### config.mk
export PLATFORM = sky130hd
export DESIGN_NAME = alu_sequencer
export DESIGN_NICKNAME = d
export VERILOG_FILES = /design/src/rtl/alu_seq_pkg.sv /design/src/rtl/alu_lat_counter.sv /design/src/rtl/alu_sequencer.sv
export SDC_FILE = /design/constraint.sdc
export NUM_CORES = 1
export LEC_CHECK = 0
export BUFFER_PORTS_ARGS = -buffer_cell sky130_fd_sc_hd__clkbuf_2
export CORE_UTILIZATION = 47
export DETAILED_ROUTE_END_ITERATION = 10
export PLACE_DENSITY = 0.8
export SYNTH_ARGS = -nofsm -noshare
export SYNTH_HDL_FRONTEND = slang
export SYNTH_SLANG_ARGS = --single-unit
### constraint.sdc
create_clock -name clock -period 2.8 [get_ports clock]
set_clock_uncertainty 0.15 [all_clocks]
set_input_delay 0.28 -clock clock [delete_from_list [all_inputs] [get_ports clock]]
set_output_delay 0.28 -clock clock [all_outputs]
set_load 0.05 [all_outputs]
### src/rtl/alu_seq_pkg.sv
// Shared opcodes, FSM state encoding, default latencies and the opcode-to-control decode.
package alu_seq_pkg;

  localparam int DEF_MUL_CYCLES = 4;
  localparam int DEF_DIV_CYCLES = 8;
  localparam int CNT_W          = 8;

  localparam logic [2:0] OP_ADD = 3'd0;
  localparam logic [2:0] OP_SUB = 3'd1;
  localparam logic [2:0] OP_AND = 3'd2;
  localparam logic [2:0] OP_OR  = 3'd3;
  localparam logic [2:0] OP_MUL = 3'd4;
  localparam logic [2:0] OP_DIV = 3'd5;

  typedef enum logic [1:0] {
    ST_IDLE = 2'd0,
    ST_EXEC = 2'd1,
    ST_RESP = 2'd2
  } state_t;

  typedef struct packed {
    logic add;
    logic sub;
    logic and_l;
    logic or_l;
    logic mul;
    logic div;
  } ctrl_t;

  function automatic ctrl_t op_ctrl(input logic [2:0] op);
    ctrl_t c;
    c = '0;
    case (op)
      OP_ADD:  c.add   = 1'b1;
      OP_SUB:  c.sub   = 1'b1;
      OP_AND:  c.and_l = 1'b1;
      OP_OR:   c.or_l  = 1'b1;
      OP_MUL:  c.mul   = 1'b1;
      OP_DIV:  c.div   = 1'b1;
      default: c       = '0;
    endcase
    return c;
  endfunction

endpackage

### src/rtl/alu_lat_counter.sv
// Loadable down-counter that stops at zero; zero_o flags the final cycle of an operation.
module alu_lat_counter
  import alu_seq_pkg::*;
#(
  parameter int W = CNT_W
) (
  input  logic         clk_i,
  input  logic         rst_i,
  input  logic         load_i,
  input  logic [W-1:0] load_val_i,
  input  logic         dec_i,
  output logic         zero_o
);

  logic [W-1:0] cnt_q;

  always_ff @(posedge clk_i) begin
    if (rst_i) begin
      cnt_q <= '0;
    end else if (load_i) begin
      cnt_q <= load_val_i;
    end else if (dec_i && (cnt_q != '0)) begin
      cnt_q <= cnt_q - W'(1);
    end
  end

  assign zero_o = (cnt_q == '0);

endmodule

### src/rtl/alu_sequencer.sv
// Sequences one request at a time through an external ALU: IDLE -> EXEC -> RESP.
// The first EXEC cycle loads the registered control lines, which then stay up for the op latency.
module alu_sequencer
  import alu_seq_pkg::*;
#(
  parameter int MUL_CYCLES = DEF_MUL_CYCLES,
  parameter int DIV_CYCLES = DEF_DIV_CYCLES
) (
  input  logic        clock,
  input  logic        clear,
  input  logic        req_valid,
  output logic        req_ready,
  input  logic [2:0]  req_op,
  input  logic [31:0] req_a,
  input  logic [31:0] req_b,
  output logic        add,
  output logic        subtract,
  output logic        multiply,
  output logic        divide,
  output logic        andSignal,
  output logic        orSignal,
  output logic [31:0] Ra,
  output logic [31:0] Rb,
  input  logic [31:0] ZHI,
  input  logic [31:0] ZLO,
  output logic        rsp_valid,
  input  logic        rsp_ready,
  output logic [31:0] rsp_hi,
  output logic [31:0] rsp_lo,
  output logic        rsp_err,
  output logic        busy,
  output logic [15:0] ops_done
);

  state_t      state_q;
  logic [2:0]  op_q;
  ctrl_t       ctrl_q;
  logic [31:0] ra_q, rb_q, hi_q, lo_q;
  logic        err_q;
  logic [15:0] ops_done_q;

  logic             accept, bad_req, cnt_load, cnt_dec, cnt_zero;
  logic [CNT_W-1:0] lat_d;

  always_comb begin
    accept   = req_valid && (state_q == ST_IDLE);
    bad_req  = (req_op > OP_DIV) || ((req_op == OP_DIV) && (req_b == 32'd0));
    cnt_load = accept && !bad_req;
    cnt_dec  = (state_q == ST_EXEC);
    lat_d    = CNT_W'(1);
    case (req_op)
      OP_MUL:  lat_d = CNT_W'(MUL_CYCLES);
      OP_DIV:  lat_d = CNT_W'(DIV_CYCLES);
      default: lat_d = CNT_W'(1);
    endcase
  end

  alu_lat_counter #(
    .W(CNT_W)
  ) u_lat (
    .clk_i      (clock),
    .rst_i      (clear),
    .load_i     (cnt_load),
    .load_val_i (lat_d),
    .dec_i      (cnt_dec),
    .zero_o     (cnt_zero)
  );

  always_ff @(posedge clock) begin
    if (clear) begin
      state_q    <= ST_IDLE;
      op_q       <= OP_ADD;
      ctrl_q     <= '0;
      ra_q       <= '0;
      rb_q       <= '0;
      hi_q       <= '0;
      lo_q       <= '0;
      err_q      <= 1'b0;
      ops_done_q <= '0;
    end else begin
      case (state_q)
        ST_IDLE: begin
          if (accept) begin
            op_q <= req_op;
            // Rejected requests never reach the ALU, so operands stay untouched.
            if (bad_req) begin
              hi_q    <= '0;
              lo_q    <= '0;
              err_q   <= 1'b1;
              state_q <= ST_RESP;
            end else begin
              ra_q    <= req_a;
              rb_q    <= req_b;
              state_q <= ST_EXEC;
            end
          end
        end
        ST_EXEC: begin
          if (cnt_zero) begin
            ctrl_q  <= '0;
            hi_q    <= ZHI;
            lo_q    <= ZLO;
            err_q   <= 1'b0;
            state_q <= ST_RESP;
          end else begin
            ctrl_q  <= op_ctrl(op_q);
          end
        end
        ST_RESP: begin
          if (rsp_ready) begin
            ops_done_q <= ops_done_q + 16'd1;
            state_q    <= ST_IDLE;
          end
        end
        default: state_q <= ST_IDLE;
      endcase
    end
  end

  assign req_ready = (state_q == ST_IDLE);
  assign busy      = (state_q != ST_IDLE);
  assign rsp_valid = (state_q == ST_RESP);
  assign add       = ctrl_q.add;
  assign subtract  = ctrl_q.sub;
  assign andSignal = ctrl_q.and_l;
  assign orSignal  = ctrl_q.or_l;
  assign multiply  = ctrl_q.mul;
  assign divide    = ctrl_q.div;
  assign Ra        = ra_q;
  assign Rb        = rb_q;
  assign rsp_hi    = hi_q;
  assign rsp_lo    = lo_q;
  assign rsp_err   = err_q;
  assign ops_done  = ops_done_q;

endmodule

==> flow_metrics.tcl, run 1 <==
set metrics [dict create \
    status "finished clean" \
    nets 1291 \
    hold_violations 0 \
    p_int_mw 4.67 \
    p_leak_nw 4.29 \
    grt_pass1_wl_mm 36.5 \
    drtIter0Drc 653 \
    htree_num_levels 4 \
    setup_viol 0 \
    seq_power_share_pct 37.6 \
    crit_fanout 16 \
    slew_violations 0 \
    synth-edff-count 0 \
    numCtsBuffers 17 \
    synth_top_area_share_pct 50.5 \
    synth-seq-area-share_pct 50.5 \
    ant_nets 0 \
    max_freq_mhz 383 \
    synthFlopType "dfxtp_1" \
    io_buffers 288 \
    cap_violations 0 \
    grt_max_degree 80 \
    synth_area_leaders "dfxtp_1 50%, o21ai_0 8.7%, nand2b_1 6.4%, nand3_1 5.8%, a21oi_1 5.5%" \
    rsz0062_at_grt "no" \
    drc_errors 0 \
    drt-total-wl_mm 23.5 \
    antenna_found_initial 0 \
    root_buffer "clkbuf_16" \
    finalNonFillerCells 1342 \
    yosysTopAreaCell "dfxtp_1" \
    critPathKind "in2reg" \
    stdcell_area_mm2 0.00997 \
    clockBufferDepth 2 \
    synth_most_common_cell "dfxtp_1" \
    syn_to_final_growth_pct 53.3 \
    peakVddDrop_v 0.000451 \
    worst_setup_path_start_kind "primary input" \
    synth_fp_nets 907 \
    placed_area_mm2 0.00806 \
    drt_first_pass_iters 6 \
    synth_cell_types 47 \
    synth_commonest_cells "164 x dfxtp_1, 113 x o21ai_0, 76 x nand3_1" \
    cts_tree "yes" \
    die-width_um 120 \
    synth_seq_cells 164 \
    num_antenna_cells 0 \
    initial_core_util_pct 48.7 \
    tns_ns 0 \
    hold_class "in2reg" \
    p_sw_share_pct 35.5 \
    grt_pass1_vias 7226 \
    gr-total-overflow 0 \
    path_clk_slew_ns 0.06 \
    relSlewSlack_pct 52.4 \
    dieArea_mm2 0.0143 \
    drive_gt1_share_pct 29.5 \
    track_usage_pct 32.3 \
    post_drt_wl_per_cell_um 17.5 \
    netlist_instances 769 \
    dp.cells 1181 \
    syn_area_per_cell_um2 8.46 \
    power_frac_comb_pct 28.2 \
    fin_crit_sh_pct 93.3 \
    p_sw_mw 2.58 \
    num_io_pins 289 \
    crit_path_end_kind "register" \
    num_rows 42 \
    dp_hpwl_mm 12.5 \
    synth_async_sr_flop_share_pct 0 \
    worstMarginPinSlew_ns 0.715 \
    insertion_delay_ns 0.42 \
    core_mm2 0.0133 \
    yosysWarnings 0 \
    clock_power_share_pct 34.1 \
    cellPowerDensity_mw_per_mm2 727 \
    clock-sinks 164 \
    cp.arrival_ns 2.79 \
    num_vias 7432 \
    gp_congestion 0.809 \
    min_period_ns 2.61 \
    vias_per_cell 5.54 \
    worst_ep_required_time_ns 2.98 \
    die_h_um 120 \
    syn_area_mm2 0.00651 \
]
[critical path: stages]
cell and delay [ns]:
dlygate4sd3_1 0.53, clkbuf_2 0.12, or4_1 0.58, nor3_2 0.25, and3_2 0.43, buf_4 0.25, o21ai_0 0.11, a21oi_1 0.23
[logic make-up (layout without fill, tap and decap cells)]
kind of cell	after synthesis	in the layout	share of synthesized area (%)
simple gates	291	291	23.4
flops	164	164	50.5
fa+ha+maj	3	3	0.577
mux	3	3	0.462
compound gates	219	219	17.8
buf+inv	70	467	4.69
xor+xnor	19	19	2.56
[metal layers]
metal  part of all wire [%]  track usage, %  up-vias
li1                       -               -     3429
met1                     38            36.3     3485
met2                     49            55.3      439
met3                    9.1            9.22       79
met4                    4.2            16.9        0
met5                      0               0        -
[power by group through the flow]
| stage | Clock (mW) | Combinational [mW] | Sequential (mW) |
|---|---|---|---|
| after global placement | 0 | 1.82 | 2.75 |
| after global routing | 2.62 | 2.16 | 2.75 |
| after floorplan | 0 | 0.652 | 3.45 |
| after CTS | 2.52 | 1.99 | 2.71 |
| final | 2.48 | 2.04 | 2.73 |
| after detailed placement | 0 | 1.84 | 2.76 |
[registers in the layout, summed over array words and instances, names as in the netlist]
| name | cells |
|---|---|
| state_q | 2 |
| andSignal | 1 |
| subtract | 1 |
| Ra | 32 |
| rsp_lo | 32 |
| ops_done | 16 |
| divide | 1 |
| orSignal | 1 |
| multiply | 1 |
| u_lat.cnt_q | 8 |
| rsp_err | 1 |
| op_q | 3 |
| rsp_hi | 32 |
| Rb | 32 |
| add | 1 |
[path summary, 6_finish.rpt]
path                  startpoint   endpoint  slack [ns]  depth (start not counted)
hold / removal         req_op[0]    op_q[0]        0.02                          3
setup / recovery       req_b[18]     Rb[19]        0.19                          8
hold reg to reg           divide     divide        0.32                          2
setup reg to reg  u_lat.cnt_q[0]  rsp_hi[0]        0.39                          8
[through the flow]
stage,hold slack [ns],setup slack [ns],total power [mW],utilization [%]
after floorplan,0.239,0.687,4.11,-
after CTS,0.00706,0.297,7.22,74.7
final,0.0241,0.188,7.25,74.7
after global routing,0.0285,0.108,7.52,74.7
after global placement,0.297,0.520,4.57,60.4
after detailed placement,0.309,0.447,4.60,60.4
[final cells by class]
cell class | count | area (µm²)
clock buffer | 17 | 425
clock inverter | 15 | 201
fill | 926 | 3370
inverter | 7 | 26.3
multi-input combinational | 535 | 2950
sequential | 164 | 3280
tap | 176 | 220
timing repair buffer | 428 | 2870
[cells in the final DEF (no fill, tap or decap), types with 5 or more instances in the layout]
cell type,instances
a211oi_1,5
clkbuf_16,17
nand4_1,5
nor4_1,5
o21ai_0,113
nor3_1,7
inv_1,6
o21ai_1,18
nor2_1,29
a21oi_1,71
dfxtp_1,164
nand2_1,71
nand3_1,74
xor2_1,15
clkbuf_2,287
and4_1,5
buf_4,8
nand2b_1,67
dlygate4sd3_1,129
[timing repair]
item,4_1_cts,5_1_grt
buffers inserted,0,0
gates resized for setup,0,0
hold buffers,129,0
endpoints found under the hold margin,129,0
endpoints found under the setup margin,0,0
No activity file was read; power rests on OpenSTA's default activity.
==> run 2, diff against run 1 <==
CORE_UTILIZATION = 49   (was 47)
CTS_BUF_LIST = sky130_fd_sc_hd__clkbuf_2 sky130_fd_sc_hd__clkbuf_4 sky130_fd_sc_hd__clkbuf_8   (was default)
PLACE_DENSITY = 0.83   (was 0.8)
SETUP_SLACK_MARGIN = 0.2   (was default)
==> flow_metrics.tcl, run 2 (same netlist as run 1, synthesis figures left out) <==
set metrics [dict create \
    status "finished clean" \
    htree_num_levels 4 \
    dieArea_mm2 0.0137 \
    hold_violations 0 \
    clock-sinks 164 \
    reg2reg_depth 8 \
    rsz0062_at_grt "no" \
    slew_violations 0 \
    min_period_ns 2.54 \
    placed_area_mm2 0.00807 \
    p_leak_nw 4.21 \
    cellPowerDensity_mw_per_mm2 663 \
    insertion_delay_ns 0.44 \
    num_rows 41 \
    grt_max_degree 83 \
    peakVddDrop_v 0.000327 \
    slowest_stage "dlygate4sd3_1" \
    drt-total-wl_mm 23.3 \
    r2r-end "rsp_hi[31]" \
    critPathKind "in2reg" \
    crit_chain "dlygate4sd3_1 > clkbuf_2 > or4_1 > nor3_2 > and3_4 > buf_12 > o21ai_0 > a21oi_1" \
    setup_viol 0 \
    track_usage_pct 33.7 \
    root_buffer "clkbuf_8" \
    nets 1294 \
    numCtsBuffers 17 \
    crit_end "Ra[12]" \
    fin_crit_sh_pct 90.8 \
    relSlewSlack_pct 59.6 \
    path_clk_slew_ns 0.08 \
    cap_violations 0 \
    rrSetupSlack_ns 0.50 \
    critPathMaxStageDelay_ns 0.55 \
    gr-total-overflow 0 \
    ant_nets 0 \
    antenna_found_initial 2 \
    drtIter0Drc 890 \
    layout_commonest_cell "clkbuf_2" \
    cts_tree "yes" \
    nFillCells 811 \
    critPathLaunch "req_b[18]" \
    cts_setup_buffers 0 \
    grt_pass1_vias 7086 \
    cp.arrival_ns 2.73 \
    grt_pass1_wl_mm 35.2 \
    worst_ep_required_time_ns 2.99 \
    drt_first_pass_iters 5 \
    core_mm2 0.0128 \
    post_drt_wl_per_cell_um 17.3 \
    clockBufferDepth 2 \
    io_buffers 288 \
    die-width_um 117 \
    syn_to_final_growth_pct 50.6 \
    initial_core_util_pct 50.9 \
    worst_setup_path_start_kind "primary input" \
    drive_gt1_share_pct 29.7 \
    die_h_um 117 \
    drc_errors 0 \
    tns_ns 0 \
    num_io_pins 289 \
    max_freq_mhz 393 \
    dp_hpwl_mm 12.6 \
    crit_path_end_kind "register" \
    num_vias 7355 \
    final_cell_mix "287 x clkbuf_2, 164 x dfxtp_1, 131 x dlygate4sd3_1" \
    vias_per_cell 5.48 \
    rr_startpoint "u_lat.cnt_q[0]" \
    crit_fanout 56 \
    hold_class "in2reg" \
    worstMarginPinSlew_ns 0.606 \
    gp_congestion 0.805 \
    stdcell_area_mm2 0.00980 \
]
## run 2: worst max-delay path, delay by kind of cell
| kind | cells | cell delay [ns] |
|---|---|---|
| AO/OA/AOI/OAI | 2 | 0.44 |
| buffers and inverters | 3 | 0.90 |
| AND/OR/NAND/NOR | 3 | 1.08 |
## run 2: how the worst min path moves through the flow
| stage | start | endpoint | cells past startpoint |
|---|---|---|---|
| 2_1_floorplan | ZHI[0] | rsp_hi[0] | 2 |
| 5_1_grt | rsp_ready | state_q[1] | 3 |
| 6_report | rsp_ready | state_q[1] | 3 |
| 3_3_place_gp | rsp_hi[17] | rsp_hi[17] | 2 |
| 3_5_place_dp | rsp_hi[17] | rsp_hi[17] | 2 |
| 4_1_cts | rsp_ready | state_q[1] | 3 |
## run 2: final cells by class
type	instances	area (µm²)	area share, %
clock buffer	26	333	3.40
tap	172	215	2.20
sequential	164	3280	33.5
antenna	2	5.00	0.0511
timing repair buffer	431	2910	29.7
multi-input combinational	535	2960	30.2
clock inverter	6	66.3	0.677
inverter	7	26.3	0.268
## run 2: stage by stage
step | worst slack, ns | hold slack (ns) | util (%) | power [mW] | instances
3_5_place_dp | 0.449 | 0.306 | 63.2 | 4.61 | 1178
5_1_grt | 0.222 | 0.0901 | 76.7 | 6.78 | 1343
4_1_cts | 0.424 | 0.0370 | 76.6 | 6.44 | 1341
2_1_floorplan | 0.687 | 0.239 | - | 4.11 | 769
6_report | 0.259 | 0.0748 | 76.7 | 6.50 | 1343
3_3_place_gp | 0.466 | 0.302 | 63.2 | 4.58 | 1178
## run 2: metal layers
layer  vias up  GRT usage, %  wire [µm]
met4         0          20.5        936
met1      3446          37.8       8880
li1       3425             -          -
met2       411          55.1      11300
met3        73          11.7       2110
met5         -             0          0
## run 2: power by group
part / leakage, nW / internal, mW / total (mW) / switching, mW
registers: 1.34 / 2.57 / 2.73 / 0.166
clock network: 0.200 / 0.865 / 1.71 / 0.847
logic: 2.67 / 0.615 / 2.05 / 1.44
total: 4.21 / 4.05 / 6.50 / 2.45
## run 2: repair_timing
action / in CTS / in global routing
setup endpoints to repair: 0 / 4
resized for setup: 0 / 3
hold buffers: 131 / 0
endpoints found under the hold margin: 132 / 0
